$ cat src/rtl/opcodes_pkg.sv
// Shared RV32I decode definitions: operation enum, major opcodes, funct7 values
// and the instruction-format classes used to route fields.
package opcodes_pkg;

   localparam int XLEN = 32;

   typedef enum logic [5:0] {
      INVALID,
      LUI, AUIPC, JAL, JALR,
      BEQ, BNE, BLT, BGE, BLTU, BGEU,
      LB, LH, LW, LBU, LHU,
      SB, SH, SW,
      ADDI, SLTI, SLTIU, XORI, ORI, ANDI, SLLI, SRLI, SRAI,
      ADD, SUB, SLL, SLT, SLTU, XOR, SRL, SRA, OR, AND,
      FENCE, ECALL, EBREAK
   } opcode_out_t;

   localparam logic [6:0] OPC_LUI      = 7'b0110111;
   localparam logic [6:0] OPC_AUIPC    = 7'b0010111;
   localparam logic [6:0] OPC_JAL      = 7'b1101111;
   localparam logic [6:0] OPC_JALR     = 7'b1100111;
   localparam logic [6:0] OPC_BRANCH   = 7'b1100011;
   localparam logic [6:0] OPC_LOAD     = 7'b0000011;
   localparam logic [6:0] OPC_STORE    = 7'b0100011;
   localparam logic [6:0] OPC_OP_IMM   = 7'b0010011;
   localparam logic [6:0] OPC_OP       = 7'b0110011;
   localparam logic [6:0] OPC_MISC_MEM = 7'b0001111;
   localparam logic [6:0] OPC_SYSTEM   = 7'b1110011;

   localparam logic [6:0] F7_BASE = 7'b0000000;
   localparam logic [6:0] F7_ALT  = 7'b0100000;

   localparam logic [31:0] INSTR_ECALL  = 32'h0000_0073;
   localparam logic [31:0] INSTR_EBREAK = 32'h0010_0073;

   // FMT_FENCE: rd and rs1 used, zero immediate; FMT_NONE: every field zero.
   typedef enum logic [3:0] {
      FMT_NONE, FMT_R, FMT_I, FMT_SH, FMT_S, FMT_B, FMT_U, FMT_J, FMT_FENCE
   } fmt_t;

endpackage

$ cat src/rtl/decode.sv
// RV32I ID-stage decoder: combinational operation/field extraction plus an
// ID/EX pipeline register with stall (en) and bubble-inserting flush.
module decode
   import opcodes_pkg::*;
(
   input  logic              clk,
   input  logic              rst_n,
   input  logic [31:0]       instr,
   input  logic              en,
   input  logic              flush,
   output opcode_out_t       opcode_out,
   output logic [4:0]        wr_reg_idx,
   output logic [4:0]        r1_reg_idx,
   output logic [4:0]        r2_reg_idx,
   output logic [31:0]       imm,
   output logic              illegal,
   output opcode_out_t       opcode_q,
   output logic [4:0]        wr_reg_idx_q,
   output logic [4:0]        r1_reg_idx_q,
   output logic [4:0]        r2_reg_idx_q,
   output logic [31:0]       imm_q
);

   opcode_out_t op_s;
   fmt_t        fmt_s;
   logic [2:0]  funct3_s;
   logic [6:0]  funct7_s;
   logic [4:0]  rd_s;
   logic [4:0]  rs1_s;
   logic [4:0]  rs2_s;
   logic [31:0] imm_s;

   assign funct3_s = instr[14:12];
   assign funct7_s = instr[31:25];

   // Operation and format classification from opcode/funct3/funct7.
   always_comb begin
      op_s  = INVALID;
      fmt_s = FMT_NONE;
      case (instr[6:0])
         OPC_LUI:   begin op_s = LUI;   fmt_s = FMT_U; end
         OPC_AUIPC: begin op_s = AUIPC; fmt_s = FMT_U; end
         OPC_JAL:   begin op_s = JAL;   fmt_s = FMT_J; end
         OPC_JALR: begin
            fmt_s = FMT_I;
            if (funct3_s == 3'b000) op_s = JALR;
            else                    op_s = INVALID;
         end
         OPC_BRANCH: begin
            fmt_s = FMT_B;
            case (funct3_s)
               3'b000:  op_s = BEQ;
               3'b001:  op_s = BNE;
               3'b100:  op_s = BLT;
               3'b101:  op_s = BGE;
               3'b110:  op_s = BLTU;
               3'b111:  op_s = BGEU;
               default: op_s = INVALID;
            endcase
         end
         OPC_LOAD: begin
            fmt_s = FMT_I;
            case (funct3_s)
               3'b000:  op_s = LB;
               3'b001:  op_s = LH;
               3'b010:  op_s = LW;
               3'b100:  op_s = LBU;
               3'b101:  op_s = LHU;
               default: op_s = INVALID;
            endcase
         end
         OPC_STORE: begin
            fmt_s = FMT_S;
            case (funct3_s)
               3'b000:  op_s = SB;
               3'b001:  op_s = SH;
               3'b010:  op_s = SW;
               default: op_s = INVALID;
            endcase
         end
         OPC_OP_IMM: begin
            fmt_s = FMT_I;
            case (funct3_s)
               3'b000:  op_s = ADDI;
               3'b010:  op_s = SLTI;
               3'b011:  op_s = SLTIU;
               3'b100:  op_s = XORI;
               3'b110:  op_s = ORI;
               3'b111:  op_s = ANDI;
               3'b001: begin
                  fmt_s = FMT_SH;
                  if (funct7_s == F7_BASE) op_s = SLLI;
                  else                     op_s = INVALID;
               end
               3'b101: begin
                  fmt_s = FMT_SH;
                  if (funct7_s == F7_BASE)     op_s = SRLI;
                  else if (funct7_s == F7_ALT) op_s = SRAI;
                  else                         op_s = INVALID;
               end
               default: op_s = INVALID;
            endcase
         end
         OPC_OP: begin
            fmt_s = FMT_R;
            case ({funct7_s, funct3_s})
               {F7_BASE, 3'b000}: op_s = ADD;
               {F7_BASE, 3'b001}: op_s = SLL;
               {F7_BASE, 3'b010}: op_s = SLT;
               {F7_BASE, 3'b011}: op_s = SLTU;
               {F7_BASE, 3'b100}: op_s = XOR;
               {F7_BASE, 3'b101}: op_s = SRL;
               {F7_BASE, 3'b110}: op_s = OR;
               {F7_BASE, 3'b111}: op_s = AND;
               {F7_ALT,  3'b000}: op_s = SUB;
               {F7_ALT,  3'b101}: op_s = SRA;
               default:           op_s = INVALID;
            endcase
         end
         OPC_MISC_MEM: begin
            fmt_s = FMT_FENCE;
            if (funct3_s == 3'b000) op_s = FENCE;
            else                    op_s = INVALID;
         end
         OPC_SYSTEM: begin
            fmt_s = FMT_NONE;
            if (instr == INSTR_ECALL)       op_s = ECALL;
            else if (instr == INSTR_EBREAK) op_s = EBREAK;
            else                            op_s = INVALID;
         end
         default: begin
            op_s  = INVALID;
            fmt_s = FMT_NONE;
         end
      endcase
   end

   // Field routing by format; an INVALID operation zeroes every field.
   always_comb begin
      rd_s  = 5'd0;
      rs1_s = 5'd0;
      rs2_s = 5'd0;
      imm_s = 32'd0;
      if (op_s != INVALID) begin
         case (fmt_s)
            FMT_R: begin
               rd_s  = instr[11:7];
               rs1_s = instr[19:15];
               rs2_s = instr[24:20];
            end
            FMT_I: begin
               rd_s  = instr[11:7];
               rs1_s = instr[19:15];
               imm_s = {{20{instr[31]}}, instr[31:20]};
            end
            FMT_SH: begin
               rd_s  = instr[11:7];
               rs1_s = instr[19:15];
               imm_s = {27'd0, instr[24:20]};
            end
            FMT_S: begin
               rs1_s = instr[19:15];
               rs2_s = instr[24:20];
               imm_s = {{20{instr[31]}}, instr[31:25], instr[11:7]};
            end
            FMT_B: begin
               rs1_s = instr[19:15];
               rs2_s = instr[24:20];
               imm_s = {{19{instr[31]}}, instr[31], instr[7], instr[30:25], instr[11:8], 1'b0};
            end
            FMT_U: begin
               rd_s  = instr[11:7];
               imm_s = {instr[31:12], 12'd0};
            end
            FMT_J: begin
               rd_s  = instr[11:7];
               imm_s = {{11{instr[31]}}, instr[31], instr[19:12], instr[20], instr[30:21], 1'b0};
            end
            FMT_FENCE: begin
               rd_s  = instr[11:7];
               rs1_s = instr[19:15];
            end
            default: begin
               rd_s  = 5'd0;
               rs1_s = 5'd0;
               rs2_s = 5'd0;
               imm_s = 32'd0;
            end
         endcase
      end else begin
         rd_s  = 5'd0;
         rs1_s = 5'd0;
         rs2_s = 5'd0;
         imm_s = 32'd0;
      end
   end

   assign opcode_out = op_s;
   assign wr_reg_idx = rd_s;
   assign r1_reg_idx = rs1_s;
   assign r2_reg_idx = rs2_s;
   assign imm        = imm_s;
   assign illegal    = (op_s == INVALID);

   // ID/EX register: flush beats en, en=0 holds the previous contents.
   always_ff @(posedge clk or negedge rst_n) begin
      if (!rst_n) begin
         opcode_q     <= INVALID;
         wr_reg_idx_q <= 5'd0;
         r1_reg_idx_q <= 5'd0;
         r2_reg_idx_q <= 5'd0;
         imm_q        <= 32'd0;
      end else if (flush) begin
         opcode_q     <= INVALID;
         wr_reg_idx_q <= 5'd0;
         r1_reg_idx_q <= 5'd0;
         r2_reg_idx_q <= 5'd0;
         imm_q        <= 32'd0;
      end else if (en) begin
         opcode_q     <= op_s;
         wr_reg_idx_q <= rd_s;
         r1_reg_idx_q <= rs1_s;
         r2_reg_idx_q <= rs2_s;
         imm_q        <= imm_s;
      end
   end

endmodule

$ cat config.mk
export PLATFORM = sky130hd
export DESIGN_NAME = decode
export DESIGN_NICKNAME = d
export VERILOG_FILES = /design/src/rtl/opcodes_pkg.sv /design/src/rtl/decode.sv
export SDC_FILE = /design/constraint.sdc
export NUM_CORES = 1
export LEC_CHECK = 0
export ABC_CLOCK_PERIOD_IN_PS = 3300
export BUFFER_PORTS_ARGS = -buffer_cell sky130_fd_sc_hd__buf_2
export CORE_UTILIZATION = 49
export DETAILED_ROUTE_END_ITERATION = 12
export PLACE_DENSITY = 0.86
export SLEW_MARGIN = 10
export SYNTH_ARGS = -nofsm -noshare
export SYNTH_HDL_FRONTEND = slang
export SYNTH_SLANG_ARGS = --single-unit
$ cat constraint.sdc
create_clock -name clk -period 3.3 [get_ports clk]
set_clock_uncertainty 0.2 [all_clocks]
set_input_delay 0.495 -clock clk [delete_from_list [all_inputs] [get_ports clk]]
set_output_delay 0.495 -clock clk [all_outputs]
set_load 0.1 [all_outputs]
==> summary.md, run 1 <==
| Metric | Value |
|---|---|
| Status | aborted with a tool error |
| Fail Step | 5_1_grt |
| Stop Error | [ERROR GRT-0116] Global routing finished with congestion. Check the congestion regions in the DRC Viewer. |
| Synth area leader | dfrtp_1 |
| Starting density of the core | 0.519 |
| First-pass GRT wire length | 39.7 mm |
| Hold_buf cts | 0 |
| Post-placement cell count | 757 |
| Row cnt | 30 |
| Count leader, synth | nand2_1 |
| Distinct cells, synth | 66 |
| Synthesized area per cell | 8.05 um2 |
| Syn. warnings | 0 |
| Post-Synthesis Cells | 450 |
| Grt ovf | 6 |
| Placed wire-length estimate | 14.6 mm |
| Largest net degree at the start of global routing | 36 |
| GRT Resource Usage Total | 0.721 |
| Share of the synthesized area in the top cell type | 0.366 |
| Post-Syn Area | 3620 um2 |
| Placed cell areas | 6270 um2 |
| Post-synth EDFFs | 0 |
| Post-synth ARST share | 1.00 |
| Die X | 88.0 um |
| H-tree lvl count | 2 |
| Register bit count reported by yosys | 53 |
| Clock sink total | 53 |
| CTS Root Cell | clkbuf_8 |
| Dominant synthesized flop cell | dfrtp_1 |
| Post-synth top cells | nand2_1 (57), dfrtp_1 (53), nor2_1 (50) |
| Vias in the first global route | 6344 |
| CTS buffer count | 5 |
| RePlAce Congestion | 1.02 |
| Syn Nets | 486 |
| Clock buffer depth | 2 |
| Dominant cells by area after synthesis | dfrtp_1 (37%), nand2_1 (5.9%), nor2_1 (5.2%), a21oi_1 (4.4%), o21ai_1 (3.5%) |
| Sequential area share after synthesis | 0.366 |
| DIE HEIGHT | 88.0 um |
| I/O Buffers | 142 |
| IO Pins | 143 |
==> per-layer routing <==
metal  overflow  GRT usage
met4          2      0.702
met3          0      0.581
met5          0      0.260
met2          4      0.891
met1          0      0.717
==> timing repair <==
action / CTS
endpoints found under the hold margin: 0
gates resized for setup: 28
setup buffers: 9
endpoints found under the setup margin: 62
pin swaps: 7
==> through the flow <==
step                TNS (ns)  setup slack [ns]
global placement       -8.83            -0.234
CTS                   -11.84            -0.349
floorplan             -13.85            -0.632
detailed placement    -22.67            -0.528
==> cells by family after synthesis <==
kind of cell	synth area share
xor gates and xnor gates	0.00484
muxes	0.00829
buffers and inverters	0.0801
DFF	0.366
adders and majority gates	0.00276
and+or+nand+nor	0.306
AOI/OAI and AO/OA	0.231
==> inputs of run 2 (changes only) <==
--- a/config.mk
+++ b/config.mk
@@ -7,9 +7,9 @@
 export LEC_CHECK = 0
 export ABC_CLOCK_PERIOD_IN_PS = 3300
 export BUFFER_PORTS_ARGS = -buffer_cell sky130_fd_sc_hd__buf_2
-export CORE_UTILIZATION = 49
+export CORE_UTILIZATION = 38
 export DETAILED_ROUTE_END_ITERATION = 12
-export PLACE_DENSITY = 0.86
+export PLACE_DENSITY_LB_ADDON = 0.15
 export SLEW_MARGIN = 10
 export SYNTH_ARGS = -nofsm -noshare
 export SYNTH_HDL_FRONTEND = slang
==> run 2 against run 1 <==
The flow now finishes, with violations (setup timing). Synthesized cell count unchanged. Synthesized area unchanged.
==> summary.md, run 2 <==
| Metric | Value |
|---|---|
| Status | finished with violations |
| Slew Limit Fails | 0 |
| Wire per inst | 17.6 um |
| Slew @ Worst Pin | 0.792 ns |
| Core ar. | 9240 um2 |
| Die X | 99.6 um (+13%) |
| DR DRC count | 0 |
| RSZ-0062 raised after global routing | yes |
| Post-Synthesis Cells | 450 (unchanged) |
| Row cnt | 35 (+17%) |
| I/O Buffers | 142 (unchanged) |
| Clock buffer depth | 2 (unchanged) |
| Leak Pwr | 3.05 nW |
| Register bit count reported by yosys | 53 (unchanged) |
| GRT Resource Usage Total | 0.299 |
| Share of the synthesized area in the top cell type | 0.366 (unchanged) |
| Critical path startpoint category | primary input |
| H-tree lvl count | 2 (unchanged) |
| CTS clock-pin slew for the worst setup and hold paths | 0.11 ns |
| Starting density of the core | 0.392 (-0.127) |
| CP Data Arrival Time | 2.85 ns |
| Final #Nets | 727 |
| Critical path class | primary input to output port |
| 1st-pass router iterations | 5 |
| Vias in the first global route | 4369 |
| First-pass GRT wire length | 23.2 mm |
| Area grow syn2layout | 86.3% |
| Most Crowded Layer GR | met2 |
| Detailed Route Iter0 Violations | 256 |
| TritonCTS clock tree | done |
| Fmax achieved | 282 MHz |
| Total die area | 9930 um2 |
| Worst hold path type | primary input to flip-flop |
| Post-route antenna net violation count | 0 |
| Failing checks | setup timing |
| Final Hold Slack | 0.247 ns |
| Synth area leader | dfrtp_1 |
| Register area | 1330 um2 |
| Final critical-path required period | 3.54 ns |
| Distinct cells, synth | 66 (unchanged) |
| Post-synth EDFFs | 0 (unchanged) |
| Commonest non-fill, non-tap cell in the layout | buf_4 |
| Count leader, synth | nand2_1 |
| Post-Syn Area | 3620 um2 (unchanged) |
| Register with the most flip-flops | imm_q |
| Worst relative slew slack | 0.468 |
| Antenna cells | 0 |
| Met3 Resource Use GR | 0.0351 |
| Grt ovf | 0 |
| Post-synth ARST share | 1.00 (unchanged) |
| Endpoint class of the critical path | output port |
| Dominant cells by area after synthesis | dfrtp_1 (37%), nand2_1 (5.9%), nor2_1 (5.2%), a21oi_1 (4.4%), o21ai_1 (3.5%) |
| Max Cap Viol | 0 |
| Clock sink total | 53 (unchanged) |
| DP Worst Slack | -0.292 ns (+0.235 ns) |
| Post-route clock period utilization | 1.07 |
| Dominant synthesized flop cell | dfrtp_1 |
| CTS buffer count | 5 (unchanged) |
| Met2 usage | 0.505 |
| # setup viols final | 48 |
| Number of vias per cell | 5.42 |
| Final Routed Wirelength | 14.4 mm |
| Syn Nets | 486 (unchanged) |
| Initial antenna violation count | 0 |
| Sequential area share after synthesis | 0.366 (unchanged) |
| Critical Path RT | 2.60 ns |
| PnR worst setup slack | -0.245 ns |
| Worst vdd ir | 0.153 mV |
| Largest net degree at the start of global routing | 39 |
| Overall Power | 1.42 mW |
| Syn. warnings | 0 (unchanged) |
| Crit path max fanout | 10 |
| Fraction of layout cells with a size suffix above 1 | 0.519 |
| Top Registers | imm_q: 32 flops, opcode_q: 6 flops |
| Vias | 4447 |
| Synthesized area per cell | 8.05 um2 (unchanged) |
| Multi-input gate area | 2430 um2 |
| IO Pins | 143 (unchanged) |
| Most frequent cells in the layout | buf_4 (115), buf_2 (85), buf_12 (65) |
| M1 GR Usage | 0.394 |
| Fill count | 697 |
| CTS Root Cell | clkbuf_8 |
| Pwr dens | 211 nW/um2 |
| Clock latency on the worst-skew pair | 0.32 ns |
| Placed wire-length estimate | 11.7 mm (-20%) |
| DIE HEIGHT | 99.6 um (+13%) |
| Endpoints failing hold | 0 |
| Post-synth top cells | nand2_1 (57), dfrtp_1 (53), nor2_1 (50) |
| RePlAce Congestion | 0.966 (-5.0%) |
| Max FFs per register | 32 |
-- run 2: cell counts after synthesis --
No cell type changed its count.
-- run 2: per-stage QoR --
step                instances   util  area [um2]  setup TNS, ns
floorplan                 450      -        4010         -13.85
global placement          804  0.701        6470         -10.71
detailed placement        804  0.701        6470         -11.81
CTS                       819  0.725        6700          -8.75
global route              821  0.730        6750         -12.48
finish                    821  0.730        6750          -9.99
-- run 2: cell families (layout without fill, tap and decap cells) --
group,after synthesis,in the layout,share of synthesized area
compound gates,129,129,0.231
xor+xnor,2,2,0.00484
fa+ha+maj,1,1,0.00276
buf+inv,54,296,0.0801
flops,53,53,0.366
mux,3,3,0.00829
simple gates,208,208,0.306
-- run 2: report_power, final --
part           switching (mW)  total, mW  internal [mW]
Sequential            0.00122      0.652          0.651
Combinational           0.221      0.369          0.148
Clock                   0.248      0.403          0.155
-- run 2: layout make-up --
class | instances | area share
clock buffers | 5 | 0.0102
well taps | 129 | 0.0239
inverters | 16 | 0.0100
multi-input cells | 343 | 0.361
repair buffers | 272 | 0.395
flip-flops and latches | 53 | 0.197
clock inverters | 3 | 0.00389
-- run 2: worst max-delay path: stages --
cell     delay (ns)
buf_6          0.09
or4_4          0.52
or4_4          0.47
nor3_4         0.24
o21ai_2        0.10
nand4_1        0.19
o31ai_4        0.11
buf_12         0.18
buf_12         0.15
nor2_4         0.12
buf_12         0.18
-- run 2: routing by layer --
metal	wire [um]	share of wire	up-vias
met4	481	0.033	0
met1	6190	0.43	2117
met5	0	0	-
li1	-	-	2096
met3	753	0.052	34
met2	6990	0.48	200
-- run 2: worst paths after layout --
kind                            slack, ns  cells after the start             from         endpoint
worst max-delay path                -0.24                     11         instr[8]           imm[3]
worst min-delay path                 0.25                      3        instr[19]  r1_reg_idx_q[4]
worst max register to register       2.37                      2      opcode_q[4]      opcode_q[4]
worst min register to register       0.29                      2  r2_reg_idx_q[0]  r2_reg_idx_q[0]
max in group asynchronous            1.64                      3            rst_n        imm_q[18]
min in group asynchronous            0.41                      2            rst_n         imm_q[9]
-- run 2: what timing repair did --
| item | in CTS | in global routing |
|---|---|---|
| endpoints found under the setup margin | 48 | 48 |
| pin swaps | 15 | 6 |
| hold buffers | 1 | 0 |
| gates resized for setup | 17 | 7 |
| hold endpoints to repair | 15 | 0 |
| setup buffers | 6 | 2 |
No activity file was read; power rests on OpenSTA's default activity.
